==> src/rtl/enemy_bullet_ctrl_if.sv <==
// Engine-side bundle for the enemy bullet controller: shot requests, formation
// and player geometry in, bullet slots and player status out.
interface enemy_bullet_ctrl_if #(
  parameter int N_ENEMY = 24,
  parameter int N_SLOTS = 4
);
  logic                   restart;
  logic [5:0]             ID_enemy_tiro;
  logic [N_ENEMY-1:0]     enemy_vivos;
  logic [9:0]             form_x;
  logic [9:0]             form_y;
  logic [9:0]             player_x;
  logic                   move_tick;
  logic [N_SLOTS-1:0]     bullet_valid;
  logic [10*N_SLOTS-1:0]  bullet_x;
  logic [10*N_SLOTS-1:0]  bullet_y;
  logic                   jogador_vivo;
  logic                   player_hit;
  logic                   shot_dropped;

  modport master (
    output restart, ID_enemy_tiro, enemy_vivos, form_x, form_y, player_x, move_tick,
    input  bullet_valid, bullet_x, bullet_y, jogador_vivo, player_hit, shot_dropped
  );

  modport slave (
    input  restart, ID_enemy_tiro, enemy_vivos, form_x, form_y, player_x, move_tick,
    output bullet_valid, bullet_x, bullet_y, jogador_vivo, player_hit, shot_dropped
  );
endinterface

==> src/rtl/enemy_bullet_ctrl.sv <==
// Enemy bullet pool: spawns bullets under the shooting enemy, moves them down
// the screen, and detects the single hit that kills the player.
module enemy_bullet_ctrl #(
  parameter int N_ENEMY   = 24,
  parameter int N_SLOTS   = 4,
  parameter int COLS      = 8,
  parameter int COL_PITCH = 40,
  parameter int ROW_PITCH = 32,
  parameter int ENEMY_W   = 32,
  parameter int ENEMY_H   = 24,
  parameter int STEP      = 4,
  parameter int SCREEN_H  = 480,
  parameter int PLAYER_Y  = 440,
  parameter int PLAYER_W  = 32,
  parameter int PLAYER_H  = 16
) (
  input  logic              clk,
  input  logic              reset,
  enemy_bullet_ctrl_if.slave bus
);

  localparam int         IDX_W   = (N_SLOTS > 1) ? $clog2(N_SLOTS) : 1;
  localparam logic [5:0] ID_NONE = 6'(N_ENEMY);

  typedef struct packed {
    logic       valid;
    logic [9:0] x;
    logic [9:0] y;
  } slot_t;

  slot_t      slot_q [N_SLOTS];
  slot_t      slot_d [N_SLOTS];
  logic [5:0] id_prev_q, id_prev_d;
  logic       alive_q, alive_d;
  logic       hit_q, hit_d;
  logic       drop_q, drop_d;

  logic [N_ENEMY-1:0] alive_shift;
  logic               enemy_alive;
  logic               request;
  logic               accept;
  logic               all_full;
  logic [IDX_W-1:0]   free_idx;
  logic [5:0]         col;
  logic [5:0]         row;
  logic [9:0]         spawn_x;
  logic [9:0]         spawn_y;
  logic [N_SLOTS-1:0] hit_vec;

  // Request decode and spawn geometry for the current shooter.
  always_comb begin
    alive_shift = bus.enemy_vivos >> bus.ID_enemy_tiro;
    enemy_alive = alive_shift[0];
    request     = (bus.ID_enemy_tiro < ID_NONE) && (bus.ID_enemy_tiro != id_prev_q);
    accept      = request && enemy_alive && alive_q;
    col         = bus.ID_enemy_tiro % 6'(COLS);
    row         = bus.ID_enemy_tiro / 6'(COLS);
    spawn_x     = bus.form_x + 10'(col) * 10'(COL_PITCH) + 10'(ENEMY_W / 2);
    spawn_y     = bus.form_y + 10'(row) * 10'(ROW_PITCH) + 10'(ENEMY_H);
  end

  // Lowest free slot, judged on registered state so a slot freed this cycle is not reused.
  always_comb begin
    all_full = 1'b1;
    free_idx = '0;
    for (int k = N_SLOTS - 1; k >= 0; k--) begin
      if (!slot_q[k].valid) begin
        all_full = 1'b0;
        free_idx = IDX_W'(k);
      end
    end
  end

  // Hit test on registered positions; 11-bit compares keep the player box from wrapping.
  always_comb begin
    hit_vec = '0;
    for (int k = 0; k < N_SLOTS; k++) begin
      hit_vec[k] = alive_q && slot_q[k].valid
                && ({1'b0, slot_q[k].x} >= {1'b0, bus.player_x})
                && ({1'b0, slot_q[k].x} <  {1'b0, bus.player_x} + 11'(PLAYER_W))
                && ({1'b0, slot_q[k].y} >= 11'(PLAYER_Y))
                && ({1'b0, slot_q[k].y} <  11'(PLAYER_Y + PLAYER_H));
    end
  end

  // NOTE: next state is computed here with blocking assignments and defaults first
  // (no latches); the register process below only copies it with non-blocking <=.
  always_comb begin
    id_prev_d = bus.ID_enemy_tiro;
    alive_d   = alive_q && !(|hit_vec);
    hit_d     = |hit_vec;
    drop_d    = accept && all_full;
    for (int k = 0; k < N_SLOTS; k++) begin
      slot_d[k] = slot_q[k];
      if (hit_vec[k]) begin
        slot_d[k].valid = 1'b0;
      end else if (bus.move_tick && slot_q[k].valid) begin
        if ({1'b0, slot_q[k].y} + 11'(STEP) >= 11'(SCREEN_H)) begin
          slot_d[k].valid = 1'b0;
        end else begin
          slot_d[k].y = slot_q[k].y + 10'(STEP);
        end
      end
      if (accept && !all_full && (free_idx == IDX_W'(k))) begin
        slot_d[k].valid = 1'b1;
        slot_d[k].x     = spawn_x;
        slot_d[k].y     = spawn_y;
      end
    end
    if (bus.restart) begin
      id_prev_d = ID_NONE;
      alive_d   = 1'b1;
      hit_d     = 1'b0;
      drop_d    = 1'b0;
      for (int k = 0; k < N_SLOTS; k++) begin
        slot_d[k] = '0;
      end
    end
  end

  // NOTE: the slot array is a handful of flops, not a RAM, so it is reset like any
  // other state; that is what lets a reset discard bullets in flight immediately.
  always_ff @(posedge clk or negedge reset) begin
    if (!reset) begin
      id_prev_q <= ID_NONE;
      alive_q   <= 1'b1;
      hit_q     <= 1'b0;
      drop_q    <= 1'b0;
      for (int k = 0; k < N_SLOTS; k++) begin
        slot_q[k] <= '0;
      end
    end else begin
      id_prev_q <= id_prev_d;
      alive_q   <= alive_d;
      hit_q     <= hit_d;
      drop_q    <= drop_d;
      for (int k = 0; k < N_SLOTS; k++) begin
        slot_q[k] <= slot_d[k];
      end
    end
  end

  logic [N_SLOTS-1:0]    valid_vec;
  logic [10*N_SLOTS-1:0] x_vec;
  logic [10*N_SLOTS-1:0] y_vec;

  always_comb begin
    valid_vec = '0;
    x_vec     = '0;
    y_vec     = '0;
    for (int k = 0; k < N_SLOTS; k++) begin
      valid_vec[k]       = slot_q[k].valid;
      x_vec[10*k +: 10]  = slot_q[k].x;
      y_vec[10*k +: 10]  = slot_q[k].y;
    end
  end

  assign bus.bullet_valid = valid_vec;
  assign bus.bullet_x     = x_vec;
  assign bus.bullet_y     = y_vec;
  assign bus.jogador_vivo = alive_q;
  assign bus.player_hit   = hit_q;
  assign bus.shot_dropped = drop_q;

endmodule

==> src/flat_wrapper.sv <==
// flat-port wrapper written by rule: the top's interface ports become plain ports
module enemy_bullet_ctrl_flat 
#(
  parameter int N_ENEMY   = 24,
  parameter int N_SLOTS   = 4,
  parameter int COLS      = 8,
  parameter int COL_PITCH = 40,
  parameter int ROW_PITCH = 32,
  parameter int ENEMY_W   = 32,
  parameter int ENEMY_H   = 24,
  parameter int STEP      = 4,
  parameter int SCREEN_H  = 480,
  parameter int PLAYER_Y  = 440,
  parameter int PLAYER_W  = 32,
  parameter int PLAYER_H  = 16
)
  (clk, reset, bus_restart, bus_ID_enemy_tiro, bus_enemy_vivos, bus_form_x, bus_form_y, bus_player_x, bus_move_tick, bus_bullet_valid, bus_bullet_x, bus_bullet_y, bus_jogador_vivo, bus_player_hit, bus_shot_dropped);
  enemy_bullet_ctrl_if #(.N_ENEMY(N_ENEMY), .N_SLOTS(N_SLOTS)) bus_i ();
  input  logic clk;
  input  logic reset;
  input wire logic [$bits(bus_i.restart)-1:0] bus_restart;
  input wire logic [$bits(bus_i.ID_enemy_tiro)-1:0] bus_ID_enemy_tiro;
  input wire logic [$bits(bus_i.enemy_vivos)-1:0] bus_enemy_vivos;
  input wire logic [$bits(bus_i.form_x)-1:0] bus_form_x;
  input wire logic [$bits(bus_i.form_y)-1:0] bus_form_y;
  input wire logic [$bits(bus_i.player_x)-1:0] bus_player_x;
  input wire logic [$bits(bus_i.move_tick)-1:0] bus_move_tick;
  output wire logic [$bits(bus_i.bullet_valid)-1:0] bus_bullet_valid;
  output wire logic [$bits(bus_i.bullet_x)-1:0] bus_bullet_x;
  output wire logic [$bits(bus_i.bullet_y)-1:0] bus_bullet_y;
  output wire logic [$bits(bus_i.jogador_vivo)-1:0] bus_jogador_vivo;
  output wire logic [$bits(bus_i.player_hit)-1:0] bus_player_hit;
  output wire logic [$bits(bus_i.shot_dropped)-1:0] bus_shot_dropped;
  assign bus_i.restart = bus_restart;
  assign bus_i.ID_enemy_tiro = bus_ID_enemy_tiro;
  assign bus_i.enemy_vivos = bus_enemy_vivos;
  assign bus_i.form_x = bus_form_x;
  assign bus_i.form_y = bus_form_y;
  assign bus_i.player_x = bus_player_x;
  assign bus_i.move_tick = bus_move_tick;
  assign bus_bullet_valid = bus_i.bullet_valid;
  assign bus_bullet_x = bus_i.bullet_x;
  assign bus_bullet_y = bus_i.bullet_y;
  assign bus_jogador_vivo = bus_i.jogador_vivo;
  assign bus_player_hit = bus_i.player_hit;
  assign bus_shot_dropped = bus_i.shot_dropped;
  enemy_bullet_ctrl #(.N_ENEMY(N_ENEMY), .N_SLOTS(N_SLOTS), .COLS(COLS), .COL_PITCH(COL_PITCH), .ROW_PITCH(ROW_PITCH), .ENEMY_W(ENEMY_W), .ENEMY_H(ENEMY_H), .STEP(STEP), .SCREEN_H(SCREEN_H), .PLAYER_Y(PLAYER_Y), .PLAYER_W(PLAYER_W), .PLAYER_H(PLAYER_H)) u_core (.clk(clk), .reset(reset), .bus(bus_i));
endmodule
==> config.mk <==
export PLATFORM = sky130hd
export DESIGN_NAME = enemy_bullet_ctrl_flat
export DESIGN_NICKNAME = d
export VERILOG_FILES = /design/src/rtl/enemy_bullet_ctrl_if.sv /design/src/rtl/enemy_bullet_ctrl.sv /design/src/flat_wrapper.sv
export SDC_FILE = /design/constraint.sdc
export NUM_CORES = 1
export LEC_CHECK = 0
export ABC_AREA = 0
export BUFFER_PORTS_ARGS = -buffer_cell sky130_fd_sc_hd__buf_2
export CAP_MARGIN = 25
export CORE_ASPECT_RATIO = 1.1
export CORE_MARGIN = 2
export CORE_UTILIZATION = 40
export DETAILED_ROUTE_END_ITERATION = 10
export PLACE_DENSITY = 0.66
export SETUP_SLACK_MARGIN = 0.15
export SYNTH_ARGS = -nofsm -noshare
export SYNTH_HDL_FRONTEND = slang
export SYNTH_SLANG_ARGS = --single-unit
export TNS_END_PERCENT = 50
==> constraint.sdc <==
create_clock -name clk -period 3.17 [get_ports clk]
set_input_delay 0.634 -clock clk [delete_from_list [all_inputs] [get_ports clk]]
set_output_delay 0.634 -clock clk [all_outputs]
set_load 0.005 [all_outputs]
## Word level (Yosys, flattened, before mapping)

Index checks and enable logic that the tools add are counted.

| word-level totals | value |
|---|---|
| bits in registers | 93 |
| input bits | 64 |

| cells by class | value |
|---|---|
| $add $sub $neg | 13 |
| multipliers | 1 |
| magnitude comparators | 21 |
| equality and inequality tests | 12 |
| shift-type cells | 1 |
| muxes and demuxes | 41 |
| reduce and logical (&&, ||, !) cells | 62 |

Operators with widths:

| kind | number |
|---|---|
| two-way mux 10 bit | 12 |
| two-way mux 21 bit | 4 |
| two-way mux 84 bit | 1 |
| adder 10 x 3 -> 11 bit, second input constant | 4 |
| >= comparator 11 x 9 -> 1 bit, second input constant | 4 |
| less-than comparator 10 x 11 -> 1 bit | 4 |
| adder 10 x 3 -> 10 bit, second input constant | 4 |
| >= comparator 10 bit | 4 |
| >= comparator 10 x 9 -> 1 bit, second input constant | 4 |
| less-than comparator 10 x 9 -> 1 bit, second input constant | 4 |
| logical AND 1 bit | 34 |
| nonzero test 4 bit | 8 |
| inequality test 3 bit, second input constant | 8 |
| >> shifter 24 x 6 -> 1 bit | 1 |
| adder 10 x 5 -> 10 bit, second input constant | 2 |
| two-way mux 1 bit | 19 |
| AND reduction 3 bit | 4 |
| nonzero test 3 bit | 4 |
| adder 10 x 6 -> 11 bit, second input constant | 1 |
| adder 10 bit | 1 |
| adder 10 x 8 -> 10 bit | 1 |
| two-way mux 2 bit | 4 |
| AND reduction 2 bit | 4 |
| nonzero test 2 bit | 4 |
| 9 further kinds | 11 |

## Logic depth before layout (Yosys ltp)

| logic depth | value |
|---|---|
| depth in word-level cells | 9 |
| depth in mapped cells | 12 |

## Worst setup path after synthesis

No wires, ideal clock.

| timing | value |
|---|---|
| path kind | in2reg |
| start | in bus_player_x[5] |
| end | reg u_core.slot_q, in the netlist u_core.bus.bullet_y[23] |
| library setup time | 0.123 ns |
| arrival | 2.847 ns |
| data required time | 3.047 ns |
| path slack | 0.200 ns |
| cell stages on the path | 10 |
| path through | ha_1 inv_1 ha_1 or4_1 o21ai_0 a21oi_1 or4b_1 nand2_1 mux2i_1 a21oi_1 |

| between the ends | value |
|---|---|
| cells in the longest elaborated chain, start to end | 7 |
| elaborated cells on any way between the ends | 9 |
| those cells by class | add/sub (1); order compare (2); eq/ne (1); reduce/logical (5) |

RTL lines:

| item | line | source |
|---|---|---|
| start: declaration | flat_wrapper.sv:26 | `input wire logic [$bits(bus_i.player_x)-1:0] bus_player_x;` |
| adder 10 x 6 -> 11 bit / >= comparator 10 bit (equally long branches) | enemy_bullet_ctrl.sv:80, enemy_bullet_ctrl.sv:79 |  |
| less-than comparator 10 x 11 -> 1 bit / logical AND 1 bit (equally long branches) | enemy_bullet_ctrl.sv:80, enemy_bullet_ctrl.sv:79 |  |
| logical AND 1 bit (*) | enemy_bullet_ctrl.sv:80 | `&& ({1'b0, slot_q[k].x} < {1'b0, bus.player_x} + 11'(PLAYER_W))` |
| logical AND 1 bit (*) | enemy_bullet_ctrl.sv:81 | `&& ({1'b0, slot_q[k].y} >= 11'(PLAYER_Y))` |
| logical AND 1 bit (*) | enemy_bullet_ctrl.sv:82 | `&& ({1'b0, slot_q[k].y} < 11'(PLAYER_Y + PLAYER_H));` |
| inequality test 3 bit (no source line) (*) | - |  |
| AND reduction 3 bit (no source line) (*) | - |  |
| end signal: indexed assignment | enemy_bullet_ctrl.sv:138 | `slot_q[k] <= slot_d[k];` |
| end: declaration | enemy_bullet_ctrl.sv:31 | `slot_t slot_q [N_SLOTS];` |

Mark *: on every way between the ends. The rest lies on a longest branch, timed or not.
A chain may end at the register's enable or synchronous reset.

## Final worst setup path

| timing | value |
|---|---|
| start | in bus_player_x[6] |
| end | reg u_core.slot_q, in the netlist u_core.bus.bullet_y[6] |

The elaborated chain is that of the path after synthesis.

==> reports/metrics.cfg <==
[power_and_ir_drop]
vdd_drop_max_uv=265.7
p_leak_nw=4.295
powerDensity_nw_per_um2=366.0

[timing]
min_period_ns=2.834
rsz0062_at_grt=yes
slew_headroom=0.3808
fin_crit_sh=0.8942
holdWs_ns=0.2893
skew_ns=0.009266
tns_ns=0
setup_ws_ns=0.3355
maxClockFrequency_mhz=352.8
worstMarginPinSlew_ns=0.9278
finalMaxSlewViolations=0
hold_viol_final=0
setup_viol=0

[place]
gp_congestion=0.8755
dp_slack_ns=-0.1120
dp_hpwl_mm=15.89
dpl_cell_area_um2=8205
numPortBuffers=150

[global_routing]
grt_pass1_vias=6450
grt_pass1_wl_mm=33.63
overflow=0
grt_max_degree=50
antenna_found_initial=0
track_usage=0.2328

[route]
viasPerCell=5.507
drc_errors=0
num_vias=6520
drt_iter0_drc=378
antenna_left=0
drt-pass1-iter-count=5
routedWlPerCell_um=17.61
routed_wl_mm=20.85

[final_layout]
diodes=0
area_delta_synth_final_pct=21.43
fin_nets=1093
drive_gt1_frac=0.2463
final_cell_area_um2=8523

[worst_setup_path]
r2r_slack_ns=0.45
crit_arrival_ns=3.10
cp.required_ns=3.43
cp_top_family=simple AND/OR/NAND/NOR gates
r2r_start=u_core.bus.bullet_y[14]
cp_max_fo=7
end_kind=flip-flop
critical_path_buf_inv_count=4
critPathKind=in -> reg
reg2regPathDepth=8
startpoint_type=input pin
max_stage_delay_ns=0.54
crit_chain=buf_2, ha_1, inv_1, buf_4, ha_1, or4_1, nor3_1, a211o_1, nand3_1, o21ai_1, buf_4, o21ai_0, a311oi_1
slowest_stage=or4_1
r2r-end=u_core.bus.bullet_y[16]

[floorplan]
die_area_um2=18630
io_pins=151
die_x_um=130.3
rows=50
core_um2=17080
initial_core_util=0.4110
dieHeight_um=142.9

[clock_tree]
cts_buffers=9
cts_resized=0
clock_path_buffers=2
cts_tree=yes
clk_latency_ns=0.36
cts_htree_levels=3
cts_setup_buffers=0
clock_sink_count=93
clockRootBuffer=clkbuf_16
clkSlewWorstSetupHoldPaths_ns=0.07
hold_buffers=0

[yosys]
synth-seq-cells=93
synth_edf_count=0
syn-cell-area_um2=7019
ys_seq_area_frac=0.3321
syn_inst=779
syn_nets=927
synth.avg_cell_area_um2=9.011
async_reset_ff_frac=1.000
synth.distinct_cells=75
ys.flop_type=dfrtp_1
yosys_warnings=0

[run_status]
status=completed

[run]
max_cap_violations=0

[hold_path]
worstHoldPathType=in -> async

-- state kept, by name, indices dropped and copies added, names as in the netlist --
name and cells:
u_core.bus.bullet_y 40, u_core.id_prev_q 6, u_core.bus.jogador_vivo 1, u_core.bus.bullet_x 40, u_core.bus.player_hit 1, u_core.bus.bullet_valid 4, u_core.bus.shot_dropped 1
-- worst reg2reg max path, delay by kind of cell (launching register included) --
| kind | cells | cell delay, ns |
|---|---|---|
| AO/OA/AOI/OAI | 4 | 1.07 |
| XOR/XNOR | 1 | 0.07 |
| AND/OR/NAND/NOR | 3 | 0.98 |
| flip-flops | 1 | 0.49 |
-- cells by family (layout without fill, tap and decap cells) --
| family | after synthesis | after routing | synth area share |
|---|---|---|---|
| flops | 93 | 93 | 0.3321 |
| xor+xnor | 33 | 33 | 0.04225 |
| fa+ha+maj | 86 | 86 | 0.1537 |
| compound gates | 193 | 193 | 0.1793 |
| simple gates | 281 | 281 | 0.2025 |
| mux | 22 | 22 | 0.04278 |
| buf+inv | 71 | 242 | 0.04741 |
-- per-layer routing --
layer,vias up,share of wire,wire (um),GRT usage
li1,3155,-,-,-
met1,3134,0.45,9354,0.3157
met2,198,0.46,9608,0.3690
met3,33,0.064,1332,0.04608
met4,0,0.026,552,0.08319
met5,-,0,0,0
-- cell type report --
cell class,count,area (um^2)
inverter,36,135.1
clock inverter,4,45.04
clock buffer,12,266.5
timing repair buffer,190,1091
multi-input combinational,615,4362
sequential,93,2331
fill,1646,8556
tap,234,292.8
-- layout by cell type, fill, tap and decap left out, types with 24 or more instances in the layout --
master / synthesis / layout
nand3_1: 24 / 24
inv_1: 36 / 36
nor2_1: 54 / 54
nand2_1: 100 / 99
buf_2: 12 / 149
buf_4: 3 / 38
dfrtp_1: 90 / 90
o21ai_0: 25 / 24
a21oi_1: 71 / 71
ha_1: 83 / 83
-- through the flow --
step                power (W)  std cells    util
global placement     0.001954       1168  0.4804
global route         0.003266       1184  0.4990
floorplan            0.001654        779       -
finish               0.003119       1184  0.4990
CTS                  0.003124       1184  0.4987
detailed placement   0.001967       1168  0.4804
-- worst max path at each step --
stage | end | slack [ns] | startpoint | depth (start not counted)
6_report | u_core.bus.bullet_y[6] | 0.34 | bus_player_x[6] | 13
4_1_cts | u_core.bus.bullet_y[23] | 0.27 | bus_player_x[6] | 11
3_5_place_dp | u_core.bus.bullet_y[23] | -0.11 | bus_player_x[6] | 11
2_1_floorplan | u_core.bus.bullet_y[23] | 0.20 | bus_player_x[5] | 10
5_1_grt | u_core.bus.bullet_y[6] | 0.14 | bus_player_x[6] | 13
3_3_place_gp | u_core.bus.bullet_y[23] | -0.10 | bus_player_x[5] | 11
-- Yosys cell counts (12+ instances only) --
master	instances	area share
a211oi_1	15	0.016
a21o_1	13	0.014
a21oi_1	71	0.051
and3_1	13	0.012
buf_2	12	0.0086
clkbuf_1	15	0.0080
dfrtp_1	90	0.32
ha_1	83	0.15
inv_1	36	0.019
mux2i_1	15	0.021
nand2_1	100	0.053
nand3_1	24	0.017
nor2_1	54	0.029
nor3_1	12	0.0086
o21ai_0	25	0.018
xnor2_1	13	0.016
xor2_1	19	0.024
-- power by group --
group	total, W	leakage (nW)	internal, W	switching [W]
sequential	0.00128	1.27	0.00122	0.0000547
clock	0.00117	0.158	0.000673	0.000498
combinational	0.000669	2.86	0.000284	0.000386
total	0.00312	4.29	0.00218	0.000938
No activity file was read; power rests on OpenSTA's default activity.
